### src/rtl/nor_gate_tester_pkg.sv
// Shared constants and state type for the NOR gate tester.
// The tester walks all four 2-bit input vectors through an external gate.
package nor_gate_tester_pkg;

    localparam int NUM_VEC    = 4;
    localparam int SETTLE_MIN = 1;
    localparam int SETTLE_MAX = 15;

    localparam int CNT_W = 4;
    localparam int IDX_W = 2;
    localparam int ERR_W = 3;

    typedef enum logic [1:0] {
        ST_IDLE = 2'd0,
        ST_RUN  = 2'd1,
        ST_DONE = 2'd2
    } state_e;

endpackage

### src/rtl/nor_gate_tester_norgate.sv
// Golden 2-input NOR used as the reference for the gate under test.
module norgate (
    input  logic a_i,
    input  logic b_i,
    output logic y_o
);

    assign y_o = ~(a_i | b_i);

endmodule

### src/rtl/nor_gate_tester.sv
// Sequences vectors 00,01,10,11 into an external gate, samples its output after
// SETTLE cycles per vector and reports mismatches against a golden NOR.
//   state   | meaning
//   IDLE    | waiting for start, stimulus parked at 00, results held
//   RUN     | driving vector idx, counting down the settle window
//   DONE    | one-cycle done pulse, results final
module nor_gate_tester
    import nor_gate_tester_pkg::*;
#(
    parameter int SETTLE = 2
) (
    input  logic               clk,
    input  logic               rst_n,
    input  logic               start,
    input  logic               y_dut,
    output logic               a_out,
    output logic               b_out,
    output logic               busy,
    output logic               done,
    output logic               pass,
    output logic [ERR_W-1:0]   err_count,
    output logic [NUM_VEC-1:0] fail_vec
);

    if ((SETTLE < SETTLE_MIN) || (SETTLE > SETTLE_MAX)) begin : g_settle_range
        $error("nor_gate_tester: SETTLE=%0d outside legal range %0d..%0d",
               SETTLE, SETTLE_MIN, SETTLE_MAX);
    end

    localparam logic [CNT_W-1:0] SETTLE_LD = CNT_W'(SETTLE);
    localparam logic [IDX_W-1:0] LAST_IDX  = IDX_W'(NUM_VEC - 1);

    state_e               state_q, state_d;
    logic [CNT_W-1:0]     cnt_q, cnt_d;
    logic [IDX_W-1:0]     idx_q, idx_d;
    logic                 a_q, a_d;
    logic                 b_q, b_d;
    logic                 pass_q, pass_d;
    logic [ERR_W-1:0]     err_q, err_d;
    logic [NUM_VEC-1:0]   fail_q, fail_d;

    logic                 exp_y;
    logic                 sample;
    logic                 mismatch;

    norgate u_golden (
        .a_i (a_q),
        .b_i (b_q),
        .y_o (exp_y)
    );

    // The settle counter expires on the edge that closes each vector's window.
    assign sample   = (state_q == ST_RUN) && (cnt_q == '0);
    assign mismatch = sample && (y_dut != exp_y);

    always_comb begin
        state_d = state_q;
        cnt_d   = cnt_q;
        idx_d   = idx_q;
        a_d     = a_q;
        b_d     = b_q;
        pass_d  = pass_q;
        err_d   = err_q;
        fail_d  = fail_q;

        unique case (state_q)
            ST_IDLE: begin
                a_d = 1'b0;
                b_d = 1'b0;
                if (start) begin
                    state_d = ST_RUN;
                    cnt_d   = SETTLE_LD;
                    idx_d   = '0;
                    err_d   = '0;
                    fail_d  = '0;
                    pass_d  = 1'b0;
                end
            end

            ST_RUN: begin
                if (cnt_q != '0) begin
                    cnt_d = cnt_q - 1'b1;
                end else begin
                    if (mismatch) begin
                        fail_d[idx_q] = 1'b1;
                        err_d         = err_q + 1'b1;
                    end
                    if (idx_q == LAST_IDX) begin
                        state_d = ST_DONE;
                        a_d     = 1'b0;
                        b_d     = 1'b0;
                        // Includes the final vector's result folded in above.
                        pass_d  = (err_d == '0);
                    end else begin
                        idx_d = idx_q + 1'b1;
                        cnt_d = SETTLE_LD;
                        a_d   = idx_d[1];
                        b_d   = idx_d[0];
                    end
                end
            end

            ST_DONE: begin
                state_d = ST_IDLE;
                a_d     = 1'b0;
                b_d     = 1'b0;
            end

            default: begin
                state_d = ST_IDLE;
                a_d     = 1'b0;
                b_d     = 1'b0;
            end
        endcase
    end

    always_ff @(posedge clk or negedge rst_n) begin
        if (!rst_n) begin
            state_q <= ST_IDLE;
            cnt_q   <= '0;
            idx_q   <= '0;
            a_q     <= 1'b0;
            b_q     <= 1'b0;
            pass_q  <= 1'b0;
            err_q   <= '0;
            fail_q  <= '0;
        end else begin
            state_q <= state_d;
            cnt_q   <= cnt_d;
            idx_q   <= idx_d;
            a_q     <= a_d;
            b_q     <= b_d;
            pass_q  <= pass_d;
            err_q   <= err_d;
            fail_q  <= fail_d;
        end
    end

    assign a_out     = a_q;
    assign b_out     = b_q;
    assign busy      = (state_q == ST_RUN);
    assign done      = (state_q == ST_DONE);
    assign pass      = pass_q;
    assign err_count = err_q;
    assign fail_vec  = fail_q;

endmodule

### config.mk
export PLATFORM = sky130hd
export DESIGN_NAME = nor_gate_tester
export DESIGN_NICKNAME = d
export VERILOG_FILES = /design/src/rtl/nor_gate_tester_pkg.sv /design/src/rtl/nor_gate_tester_norgate.sv /design/src/rtl/nor_gate_tester.sv
export SDC_FILE = /design/constraint.sdc
export NUM_CORES = 1
export LEC_CHECK = 0
export CAP_MARGIN = 25
export CORE_MARGIN = 1.5
export CORE_UTILIZATION = 51
export CTS_CLUSTER_DIAMETER = 30
export DETAILED_ROUTE_END_ITERATION = 6
export DONT_BUFFER_PORTS = 1
export GPL_ROUTABILITY_DRIVEN = 0
export PLACE_DENSITY = 0.66
export SYNTH_ARGS = -nofsm -noshare
export SYNTH_HDL_FRONTEND = slang
export SYNTH_SLANG_ARGS = --single-unit
### constraint.sdc
create_clock -name clk -period 4.3 [get_ports clk]
set_input_delay 0.645 -clock clk [delete_from_list [all_inputs] [get_ports clk]]
set_output_delay 0.645 -clock clk [all_outputs]
set_load 0.03 [all_outputs]
## Word-level counts from Yosys, hierarchy flattened

Index checks and enable logic that the tools add are counted.

| operators by class | value |
|---|---|
| bitwise logic cells | 3 |
| reduce and logical (&&, ||, !) cells | 14 |
| $add $sub $neg | 3 |
| order comparisons | 2 |
| eq/ne operators | 10 |
| muxes and demuxes | 34 |

Operator list:

| cell | count |
|---|---|
| 4-bit two-way mux | 6 |
| 4-bit case mux with 2 select lines | 2 |
| 3-bit two-way mux | 5 |
| 2-bit two-way mux | 6 |
| 4-bit AND reduction | 3 |
| 1-bit two-way mux | 10 |
| 3-bit AND reduction | 3 |
| 2-bit case mux with 2 select lines | 2 |
| 2-bit != test (second input constant) | 3 |
| 3-bit case mux with 2 select lines | 1 |
| 2-bit == test (second input constant) | 2 |
| 4-bit logical NOT | 1 |
| 2-bit by 1-bit != test with 1-bit output (second input constant) | 2 |
| 4-bit OR | 1 |
| 4-bit nonzero test | 1 |
| 4-bit by 1-bit subtractor with 4-bit output (second input constant) | 1 |
| 3-bit by 1-bit adder with 3-bit output (second input constant) | 1 |
| 1-bit logical AND | 3 |
| 3-bit logical NOT | 1 |
| 2-bit by 3-bit less-than comparator with 1-bit output (second input constant) | 1 |
| 3-bit != test (second input constant) | 1 |
| 2-bit by 1-bit adder with 2-bit output (second input constant) | 1 |
| 1-bit demux with 2-bit select | 1 |
| 2-bit by 1-bit == test with 1-bit output (second input constant) | 1 |
| 7 further kinds | 7 |

| word-level totals | value |
|---|---|
| logic and storage cells | 74 |
| output and inout port bits | 12 |
| input port bits | 4 |
| register bits | 18 |

## Logic depth before layout (Yosys ltp)

Gate-level depths: netlist (run 1).

| logic depth | value |
|---|---|
| depth in word-level cells | 11 |
| mapped depth | 7 |
| depth with buffers taken out | 6 |

## Cells and area by module

Synthesis (run 1) repeated with hierarchy kept, for this count alone.

| unflattened totals | value |
|---|---|
| cells, all modules | 92 |
| area, all modules | 953.4 µm² |

By module, submodules not included:

| module | cells each | sequential area each (µm²) | area each (µm²) | instances |
|---|---|---|---|---|
| nor_gate_tester | 91 | 450.4 | 949.7 | 1 |
| norgate | 1 | 0.0 | 3.8 | 1 |

## Least setup slack after synthesis (run 1)

OpenSTA, ideal clock, no wires.

| timing | value |
|---|---|
| path kind | flip-flop to flip-flop |
| start | register err_q[0], in the netlist err_count[0] |
| end | register pass_q, in the netlist pass |
| required time | 4205 ps |
| cell stages (with the launch flop) | 6 |
| path buffers | 0 |
| arrival time | 1604 ps |
| period minus slack after synthesis | 1699 ps |
| library setup time | 95 ps |
| setup slack | 2601 ps |
| cells stage by stage | dfrtp_1 ha_1 or4b_1 o21ai_0 xor2_1 o31ai_1 |

| on the way | value |
|---|---|
| cells in the longest elaborated chain, start to end | 8 |

Ends and longest elaborated chain:

| what | line | RTL |
|---|---|---|
| from (decl) | nor_gate_tester.sv:39 | `logic [ERR_W-1:0] err_q, err_d;` |
| from (signal assigned) | nor_gate_tester.sv:134 | `err_q <= err_d;` |
| 3-bit by 1-bit adder with 3-bit output | nor_gate_tester.sv:86 | `err_d = err_q + 1'b1;` |
| 3-bit two-way mux (*) | nor_gate_tester.sv:84 | `if (mismatch) begin` |
| 3-bit two-way mux (*) | nor_gate_tester.sv:81 | `if (cnt_q != '0) begin` |
| 3-bit two-way mux (*) | nor_gate_tester.sv:66 | `unique case (state_q)` |
| 3-bit logical NOT (*) | nor_gate_tester.sv:93 | `pass_d = (err_d == '0);` |
| 1-bit two-way mux (*) | nor_gate_tester.sv:88 | `if (idx_q == LAST_IDX) begin` |
| 1-bit two-way mux (*) | nor_gate_tester.sv:81 |  |
| 1-bit case mux with 2 select lines (*) | nor_gate_tester.sv:66 |  |
| to (signal assigned) | nor_gate_tester.sv:133 | `pass_q <= pass_d;` |
| to (decl) | nor_gate_tester.sv:38 | `logic pass_q, pass_d;` |

Mark *: on every way between the ends. The rest lies on a longest branch, timed or not. The select of a mux whose other input is x is not followed.
A chain may end at the register's enable or synchronous reset.

## Final worst setup path (run 1)

| timing | value |
|---|---|
| start | register state_q[1] |
| end | output busy |

| on the way | value |
|---|---|
| cells in the longest elaborated chain, start to end | 1 |

Ends and longest elaborated chain:

| what | line | RTL |
|---|---|---|
| from (decl) | nor_gate_tester.sv:33 | `state_e state_q, state_d;` |
| from (signal assigned) | nor_gate_tester.sv:128 | `state_q <= state_d;` |
| 2-bit by 1-bit == test with 1-bit output | nor_gate_tester.sv:141 | `assign busy = (state_q == ST_RUN);` |
| to (decl) | nor_gate_tester.sv:18 | `output logic busy,` |

Every way passes these cells.

==> impl_metrics.csv, run 1 <==
group,metric,value,unit
power,sequentialPowerShare,0.473,
layout,drive_gt1_frac,0.0800,
power,p_total,805,uW
worst_hold_path,hp-class,"in2async",
clock_tree,cts.sink_count,18,
die,fp.dieH,46.9,um
logic_synthesis,seq_area_frac_synth,0.459,
clock_tree,clock-root-buffer,"clkbuf_4",
route,avgRoutedWirePerCell,14.9,um
route,drt_iter0_markers,8,
critical_path,arrival,1380,ps
critical_path,critical_path.endpoint_type,"primary output",
die,core_area,1760,sq um
logic_synthesis,synth_area_leaders,"dfrtp_1 46%, ha_1 7.7%, nor2_1 4.6%",
critical_path,critical_path_class,"reg2out",
critical_path,crit_fanout,9,
sta,min_period,2020,ps
clock_tree,post_cts_buffers,0,
layout,layout.cells.non_filler,125,
power,pwr-share-clk,0.129,
global_route,grt_first_pass_wirelength,3.03,mm
critical_path,r2r_start,"err_count[0]$_DFFE_PN0P_",
critical_path,crit_required,3650,ps
sta,max_freq,0.494,GHz
route,drc_errors,0,
route,vias,694,
clock_tree,cts_buffer_depth,2,
run,cap_violations,0,
global_route,grt_antenna_before_repair,0,
logic_synthesis,ys_types,37,
sta,slew_viol_final,0,
sta,fin_skew,0.849,ps
logic_synthesis,synth_most_common_cell,"dfrtp_1",
sta,worstMarginPinSlew,545,ps
clock_tree,clock_latency,290,ps
clock_tree,ctsHoldBuffers,0,
clock_tree,cts_tree,"yes",
sta,hold_viol,0,
logic_synthesis,avgSynthCellArea,10.1,sq um
die,die_x,46.9,um
power,power.internal,429,uW
logic_synthesis,ys_warn_count,0,
critical_path,path_cells,"or2b_1, inv_1",
placed_design,io_buffers,0,
critical_path,r2r_cells,5,
route,drt_pre_antenna_iters,4,
critical_path,reg2reg_slack,2450,ps
critical_path,slowest_stage,"dfrtp_1",
logic_synthesis,synth_top_area_frac,0.459,
global_route,grt_use_total,0.201,
placed_design,dp_cells,120,
sta,fin_hold_ws,32.1,ps
logic_synthesis,synth-edff-count,0,
logic_synthesis,synth_area,981,sq um
global_route,grt_max_degree,19,
critical_path,slowest_delay,490,ps
critical_path,reg2reg_to,"pass$_DFFE_PN0P_",
logic_synthesis,async_reset_ff_frac,1.00,
route,routed_via_density,5.55,
power,comb_power_share,0.398,
critical_path,critPathLaunch,"state_q[1]$_DFFE_PN0P_",
die,io_pins,16,
logic_synthesis,synth_top_cell_by_area,"dfrtp_1",
layout,nets,111,
power,p_per_area,767,nW/um^2
layout,area_delta_synth_final,7.02,%
sta,timing.final.crit_share,0.470,
outcome,status,"finished, final reports clean",
clock_tree,cts.reportedPaths.clkPinSlew,100,ps
sta,relSlewSlack,0.636,
critical_path,start_kind,"flop",
logic_synthesis,ys_ff_latch,18,
global_route,grt_overflow,0,
route,ant_nets,0,
die,die_area,2200,sq um
die,initial_core_util,0.556,
placed_design,post-dp-hpwl,1.32,mm
critical_path,worstSetupEndpoint,"busy",
clock_tree,cts_buffers,3,
sta,setup_viol,0,
global_route,first_global_vias,714,
layout,antenna_cells,0,
power,p_sw_frac,0.467,
clock_tree,post_cts_resized,0,
logic_synthesis,syn_nets,107,
die,rows,15,
logic_synthesis,syn_inst,97,
sta,final.setup.tns,0,ps
route,wirelength,1.86,mm
logic_synthesis,synth_common_cells,"18 x dfrtp_1, 12 x nor2_1, 8 x inv_1",
power,peakVddDrop,0.333,mV
logic_synthesis,ys.flop_type,"dfrtp_1",
sta,rsz0062_at_grt,"no",
power,p_leak,0.497,nW
power,switching_power,376,uW
clock_tree,cts_max_level,1,
==> state kept, by name, summed over array words and instances, names as in the netlist <==
signal and cells:
idx_q 2, cnt_q 4, fail_vec 4, state_q 2, pass 1, b_out 1, a_out 1, err_count 3
==> power by group through the flow <==
stage	combinational [mW]	sequential, mW	clock (mW)
3_3_place_gp	0.306	0.384	0
6_report	0.320	0.381	0.104
5_1_grt	0.362	0.393	0.118
4_1_cts	0.320	0.382	0.107
2_1_floorplan	0.262	0.367	0
3_5_place_dp	0.311	0.385	0
==> layer usage <==
| metal | wire [um] | track usage |
|---|---|---|
| met2 | 868 | 0.321 |
| met3 | 70 | 0.0538 |
| met5 | 0 | 0 |
| met4 | 22 | 0.0833 |
| met1 | 899 | 0.258 |
==> worst min path at each step <==
stage | startpoint | end | slack [ps] | cells after the start
after global placement | rst_n | fail_vec[0]$_DFFE_PN0P_ | 350 | 0
final | rst_n | state_q[0]$_DFFE_PN0P_ | 30 | 0
after floorplan | rst_n | a_out$_DFFE_PN0P_ | 350 | 0
after global routing | rst_n | idx_q[1]$_DFFE_PN0P_ | 4 | 0
after detailed placement | rst_n | fail_vec[0]$_DFFE_PN0P_ | 350 | 0
after CTS | rst_n | fail_vec[3]$_DFFE_PN0P_ | 20 | 0
==> cells in the final DEF, fill, tap and decap left out, types with 2 or more instances in the layout <==
cell type  instances
nor3b_4            2
xor2_1             2
xnor2_1            2
nor2_1            12
clkbuf_4           3
inv_1              8
nand2_1            4
a31oi_1            6
a21oi_1            3
ha_1               6
o21ai_0            6
or3_1              3
dfrtp_1           18
==> logic make-up after synthesis <==
logic type	synth area share
AOI/OAI and AO/OA	0.157
xor gates and xnor gates	0.0357
adders and majority gates	0.0765
buffers and inverters	0.0395
DFF	0.459
muxes	0.0217
and+or+nand+nor	0.210
==> through the flow <==
step / utilization / cell area, sq um / setup slack [ps]
after global placement: 0.569 / 1000 / 2490
after global routing: 0.595 / 1050 / 2200
after detailed placement: 0.569 / 1000 / 2440
final: 0.595 / 1050 / 2280
after CTS: 0.589 / 1040 / 2280
after floorplan: - / 981 / 2600
==> critical path, delay by kind of cell, from the launching register on <==
kind | cells | cell delay (ps)
flops | 1 | 490
buf+inv | 1 | 270
simple gates | 1 | 320
==> layout make-up <==
class                   instances  area, sq um
clock buffers                   4         36.3
fillers                       171          714
inverters                       8         30.0
multi-input cells              69          492
flip-flops and latches         18          450
well taps                      25         31.3
repair buffers                  1         10.0
Note: power is estimated with default switching activity, not from simulation.
==> run 2, diff against run 1 <==
--- a/config.mk
+++ b/config.mk
@@ -12,7 +12,7 @@
 export DETAILED_ROUTE_END_ITERATION = 6
 export DONT_BUFFER_PORTS = 1
 export GPL_ROUTABILITY_DRIVEN = 0
-export PLACE_DENSITY = 0.66
+export PLACE_DENSITY = 0.69
 export SYNTH_ARGS = -nofsm -noshare
 export SYNTH_HDL_FRONTEND = slang
 export SYNTH_SLANG_ARGS = --single-unit
==> constraint.sdc (replaced) <==
create_clock -name clk -period 1.85 [get_ports clk]
set_input_delay 0.2775 -clock clk [delete_from_list [all_inputs] [get_ports clk]]
set_output_delay 0.2775 -clock clk [all_outputs]
set_load 0.03 [all_outputs]
==> run 2 against run 1 <==
- hold slack improved by 230 ps
- largest cell class unchanged
- sequential share of layout area shrank 1.5 points
- sequential power rose by 110%
==> impl_metrics.csv, run 2 (synthesis results as in run 1) <==
group,metric,value,unit
outcome,status,"finished, final reports clean",
critical_path,reg2reg_slack,180,ps
route,drt_pre_antenna_iters,4,
sta,slew_viol_final,0,
die,die_area,2200,sq um
route,routed_via_density,5.65,
critical_path,r2r_start,"cnt_q[0]$_DFFE_PN0P_",
route,ant_nets,0,
critical_path,reg2reg_to,"pass$_DFFE_PN0P_",
placed_design,io_buffers,0,
global_route,grt_overflow,0,
worst_hold_path,hp-class,"in2reg",
clock_tree,cts.sink_count,18,
die,io_pins,16,
worst_hold_path,min_to,"pass$_DFFE_PN0P_",
clock_tree,ctsHoldBuffers,1,
clock_tree,cts_buffers,3,
route,drc_errors,0,
sta,relSlewSlack,0.449,
global_route,grt_first_pass_wirelength,3.26,mm
worst_hold_path,min_from,"start",
critical_path,crit_required,1570,ps
critical_path,start_kind,"flop",
critical_path,arrival,1410,ps
power,p_per_area,1790,nW/um^2
route,avgRoutedWirePerCell,14.7,um
critical_path,critPathLaunch,"state_q[1]$_DFFE_PN0P_",
clock_tree,cts_tree,"yes",
sta,hold_viol,0,
layout,fin_area,1090,sq um
sta,timing.final.crit_share,0.914,
die,initial_core_util,0.556,
critical_path,crit_fanout,9,
critical_path,cp_top_family,"flip-flops",
critical_path,critical_path_class,"reg2out",
layout,area_delta_synth_final,10.8,%
clock_tree,post_cts_resized,0,
sta,setup_viol,0,
global_route,grt_max_degree,19,
sta,rsz0062_at_grt,"no",
layout,layout_common_cells,"18 x dfrtp_1, 12 x nor2_1, 8 x inv_1",
run,cap_violations,0,
clock_tree,post_cts_buffers,0,
sta,worstMarginPinSlew,824,ps
route,wirelength,1.91,mm
route,drt_iter0_markers,19,
worst_hold_path,holdPathStages,3,
layout,drive_gt1_frac,0.124,
clock_tree,clock_latency,300,ps
layout,antenna_cells,0,
die,die_x,46.9,um
layout,final_common_cell,"dfrtp_1",
critical_path,critical_path.endpoint_type,"primary output",
critical_path,path_buf_inv,1,
die,fp.dieH,46.9,um
critical_path,slowest_stage,"dfrtp_1",
critical_path,worst-path-stages,2,
die,rows,15,
clock_tree,cts.reportedPaths.clkPinSlew,100,ps
placed_design,post-dp-hpwl,1.41,mm
sta,min_period,1690,ps
sta,final.setup.tns,0,ps
power,peakVddDrop,0.912,mV
layout,fillCellCount,162,
sta,max_freq,0.591,GHz
sta,fin_skew,3.67,ps
route,vias,734,
clock_tree,cts_buffer_depth,2,
global_route,first_global_vias,747,
clock_tree,cts_max_level,1,
die,core_area,1760,sq um
critical_path,path_cells,"or2b_1, inv_1",
layout,nets,116,
global_route,grt_antenna_before_repair,0,
placed_design,placed_area,1040,sq um
global_route,grt_use_total,0.219,
clock_tree,clock-root-buffer,"clkbuf_4",
power,p_leak,0.522,nW
critical_path,r2r_cells,6,
critical_path,slowest_delay,500,ps
-- run 2: cell types whose count changed in the layout (fill, tap and decap cells not counted) --
| cell | previous run | this run |
|---|---|---|
| buf_4 | 0 | 5 |
-- run 2: per-layer routing --
metal	share of wire	GRT usage	up-vias	routed length (um)
met5	0	0	-	0
met1	0.49	0.284	359	939
met4	0.014	0.0944	0	26
met3	0.042	0.0885	4	80
li1	-	-	358	-
met2	0.45	0.323	13	863
-- run 2: worst max path at each step --
| stage | endpoint | slack [ps] |
|---|---|---|
| after detailed placement | err_count[0]$_DFFE_PN0P_ | 210 |
| after global placement | pass$_DFFE_PN0P_ | 260 |
| after CTS | busy | 150 |
| final | busy | 160 |
| after global routing | pass$_DFFE_PN0P_ | 30 |
| after floorplan | pass$_DFFE_PN0P_ | 150 |
-- run 2: tightest hold or removal path: stages --
cell and delay [ps]:
a32oi_1 40, o21ai_0 140, o31ai_1 70
-- run 2: layout make-up --
type | instances | area (sq um) | area share
Tap cell | 25 | 31.3 | 0.0288
Clock buffer | 4 | 36.3 | 0.0334
Timing Repair Buffer | 6 | 47.5 | 0.0437
Inverter | 8 | 30.0 | 0.0276
Sequential cell | 18 | 450 | 0.414
Multi-Input combinational cell | 69 | 492 | 0.452
-- run 2: per-stage QoR --
step / util / setup WS, ps / power, mW / hold slack, ps / std cells
final: 0.616 / 159 / 1.95 / 262 / 130
after global routing: 0.616 / 29.4 / 2.12 / 276 / 130
after detailed placement: 0.590 / 209 / 1.70 / -17.7 / 125
after global placement: 0.590 / 262 / 1.67 / -17.7 / 125
after CTS: 0.616 / 147 / 1.96 / 258 / 130
after floorplan: - / 151 / 1.46 / -18.1 / 97
-- run 2: power by group --
group	switching, mW	internal (mW)
clock	0.126	0.120
combinational	0.510	0.379
sequential	0.258	0.553
total	0.895	1.05
==> run 3, diff against run 2 <==
--- a/config.mk
+++ b/config.mk
@@ -12,7 +12,8 @@
 export DETAILED_ROUTE_END_ITERATION = 6
 export DONT_BUFFER_PORTS = 1
 export GPL_ROUTABILITY_DRIVEN = 0
-export PLACE_DENSITY = 0.69
+export PLACE_DENSITY = 0.66
 export SYNTH_ARGS = -nofsm -noshare
 export SYNTH_HDL_FRONTEND = slang
+export SYNTH_HIERARCHICAL = 1
 export SYNTH_SLANG_ARGS = --single-unit
==> constraint.sdc (replaced) <==
create_clock -name clk -period 2.15 [get_ports clk]
set_input_delay 0.3225 -clock clk [delete_from_list [all_inputs] [get_ports clk]]
set_output_delay 0.3225 -clock clk [all_outputs]
set_load 0.03 [all_outputs]
==> run 3 against run 2 <==
- clock-buffer cell count unchanged
- design area decreased by 6.3%
- die area is 2.6% lower
- clock skew decreased by 0.80 ps
- utilization fell by 3.3 points
- flip-flop and latch count unchanged
- synthesized area fell by 2.8%
- global-route usage fell by 3.7 points
- wire length down 7.8%
- largest power group is now sequential cells
==> impl_metrics.csv, run 3 <==
group,metric,value,unit
outcome,status,"finished, final reports clean",
clock_tree,post_cts_buffers,0,
die,io_pins,16,
critical_path,crit_fanout,7,
critical_path,critical_path.endpoint_type,"flop",
critical_path,critPathLaunch,"cnt_q[0]$_DFFE_PN0P_",
sta,max_freq,0.533,GHz
clock_tree,cts_max_level,1,
power,pwr-share-clk,0.130,
power,p_sw_frac,0.473,
layout,nets,106,
power,p_leak,0.481,nW
clock_tree,cts.sink_count,18,
die,rows,15,
sta,hold_viol,0,
placed_design,io_buffers,0,
clock_tree,cts_buffers,3,
clock_tree,post_cts_resized,0,
global_route,grt_use_total,0.182,
power,sequentialPowerShare,0.484,
route,vias,675,
die,initial_core_util,0.546,
die,fp.dieH,46.2,um
placed_design,post-dp-hpwl,1.31,mm
logic_synthesis,synth-edff-count,0,
logic_synthesis,async_reset_ff_frac,1.00,
logic_synthesis,ys_ff_latch,18,
power,p_per_area,1610,nW/um^2
clock_tree,cts.reportedPaths.clkPinSlew,100,ps
layout,final_util,0.584,
critical_path,critical_path_class,"reg2reg",
critical_path,start_kind,"flop",
sta,setup_viol,0,
logic_synthesis,synth_area,953,sq um
worst_hold_path,hp-class,"in2reg",
global_route,grt_first_pass_wirelength,2.70,mm
layout,fillCellCount,150,
logic_synthesis,synth_most_common_cell,"dfrtp_1",
global_route,grt_max_degree,19,
layout,layout.cells.non_filler,120,
layout,drive_gt1_frac,0.116,
clock_tree,cts_buffer_depth,2,
route,routed_via_density,5.63,
global_route,grt_overflow,0,
power,p_total,1.64,mW
power,switching_power,777,uW
sta,worstMarginPinSlew,795,ps
route,drt_pre_antenna_iters,4,
clock_tree,clock-root-buffer,"clkbuf_4",
route,drc_errors,0,
clock_tree,clock_latency,300,ps
layout,layout_common_cells,"18 x dfrtp_1, 8 x nor2_1, 7 x nand2_1, 6 x a21oi_1, 6 x ha_1",
worst_hold_path,min_from,"start",
sta,final.setup.tns,0,ps
global_route,grt_antenna_before_repair,0,
die,core_area,1750,sq um
die,die_area,2140,sq um
logic_synthesis,syn_inst,92,
die,die_x,46.2,um
route,wirelength,1.76,mm
logic_synthesis,synth_top_area_frac,0.472,
critical_path,arrival,2070,ps
power,comb_power_share,0.387,
sta,timing.final.crit_share,0.873,
logic_synthesis,ys_types,35,
sta,fin_hold_ws,296,ps
layout,antenna_cells,0,
logic_synthesis,synth_common_cells,"18 x dfrtp_1, 8 x nor2_1, 7 x nand2_1, 6 x a21oi_1, 6 x ha_1",
layout,final_common_cell,"dfrtp_1",
critical_path,crit_required,2350,ps
logic_synthesis,synth_top_cell_by_area,"dfrtp_1",
sta,fin_skew,2.87,ps
sta,min_period,1880,ps
sta,relSlewSlack,0.468,
route,ant_nets,0,
power,peakVddDrop,0.725,mV
logic_synthesis,seq_area_frac_synth,0.472,
sta,slew_viol_final,0,
logic_synthesis,avgSynthCellArea,10.4,sq um
sta,rsz0062_at_grt,"no",
route,drt_iter0_markers,9,
layout,area_delta_synth_final,6.82,%
run,cap_violations,0,
clock_tree,cts_tree,"yes",
critical_path,r2r_start,"cnt_q[0]$_DFFE_PN0P_",
logic_synthesis,ys.flop_type,"dfrtp_1",
power,power.internal,867,uW
global_route,first_global_vias,614,
logic_synthesis,synth_area_leaders,"dfrtp_1 47%, ha_1 7.9%, a21oi_1 3.1%",
placed_design,dp_cells,115,
logic_synthesis,ys_warn_count,6,
route,avgRoutedWirePerCell,14.7,um
logic_synthesis,syn_nets,102,
[run 3: cell count changes after synthesis, moves of 3 or more]
| cell | before | now |
|---|---|---|
| nor2_1 | 12 | 8 |
| nand2_1 | 4 | 7 |
| a31oi_1 | 6 | 3 |
| a21oi_1 | 3 | 6 |
| inv_1 | 8 | 5 |
| o21ai_0 | 6 | 1 |
[run 3: final timing paths]
| check | end | slack, ps | cells past startpoint |
|---|---|---|---|
| hold reg to reg | cnt_q[0]$_DFFE_PN0P_ | 570 | 1 |
| setup reg to reg | err_count[0]$_DFFE_PN0P_ | 270 | 6 |
| max in group asynchronous | idx_q[1]$_DFFE_PN0P_ | 1120 | 1 |
| setup / recovery | err_count[0]$_DFFE_PN0P_ | 270 | 6 |
| hold / removal | cnt_q[2]$_DFFE_PN0P_ | 300 | 3 |
| min in group asynchronous | cnt_q[3]$_DFFE_PN0P_ | 540 | 1 |
[run 3: cell families (layout without fill, tap and decap cells)]
| group | after synthesis | after routing | synth area share |
|---|---|---|---|
| buffers and inverters | 8 | 11 | 0.0367 |
| multiplexers | 3 | 3 | 0.0328 |
| flip-flops | 18 | 18 | 0.472 |
| AO/OA/AOI/OAI | 20 | 20 | 0.135 |
| adder cells (fa/ha/maj) | 6 | 6 | 0.0787 |
| AND/OR/NAND/NOR | 35 | 35 | 0.226 |
| XOR/XNOR | 2 | 2 | 0.0184 |
[run 3: layout make-up]
class / count / area, sq um / share of cell area
flip-flops and latches: 18 / 450 / 0.442
multi-input cells: 66 / 468 / 0.459
inverters: 6 / 22.5 / 0.0221
repair buffers: 1 / 10.0 / 0.00983
well taps: 25 / 31.3 / 0.0307
clock buffers: 4 / 36.3 / 0.0356
[run 3: worst max-delay path, stage by stage (launching register included)]
cell     delay [ps]
dfrtp_1         410
inv_1            80
ha_1            230
nor3b_4         350
and3_1          360
nor2_2           60
mux2_2          270
[run 3: per-stage QoR]
stage | setup WS (ps) | cell area (sq um)
after floorplan | 511 | 953
after global placement | 348 | 972
after detailed placement | 320 | 972
after CTS | 291 | 1020
after global routing | 161 | 1020
final | 273 | 1020
[run 3: power groups by stage]
stage	clock network, mW	registers [mW]	logic, mW
after floorplan	0	0.749	0.550
after global placement	0	0.798	0.614
after detailed placement	0	0.804	0.626
after CTS	0.216	0.796	0.639
after global routing	0.227	0.817	0.727
final	0.213	0.795	0.636
[run 3: layer usage]
layer | vias to the layer above | track usage | routed length [um]
met5 | - | 0 | 0
met4 | 0 | 0.103 | 46
met3 | 5 | 0.0353 | 117
met2 | 20 | 0.258 | 746
met1 | 322 | 0.257 | 851
li1 | 328 | - | -
[run 3: repair_timing]
item / in CTS / in global routing
hold buffers: 1 / 0
endpoints found under the hold margin: 18 / 0
setup endpoints to repair: 0 / 0
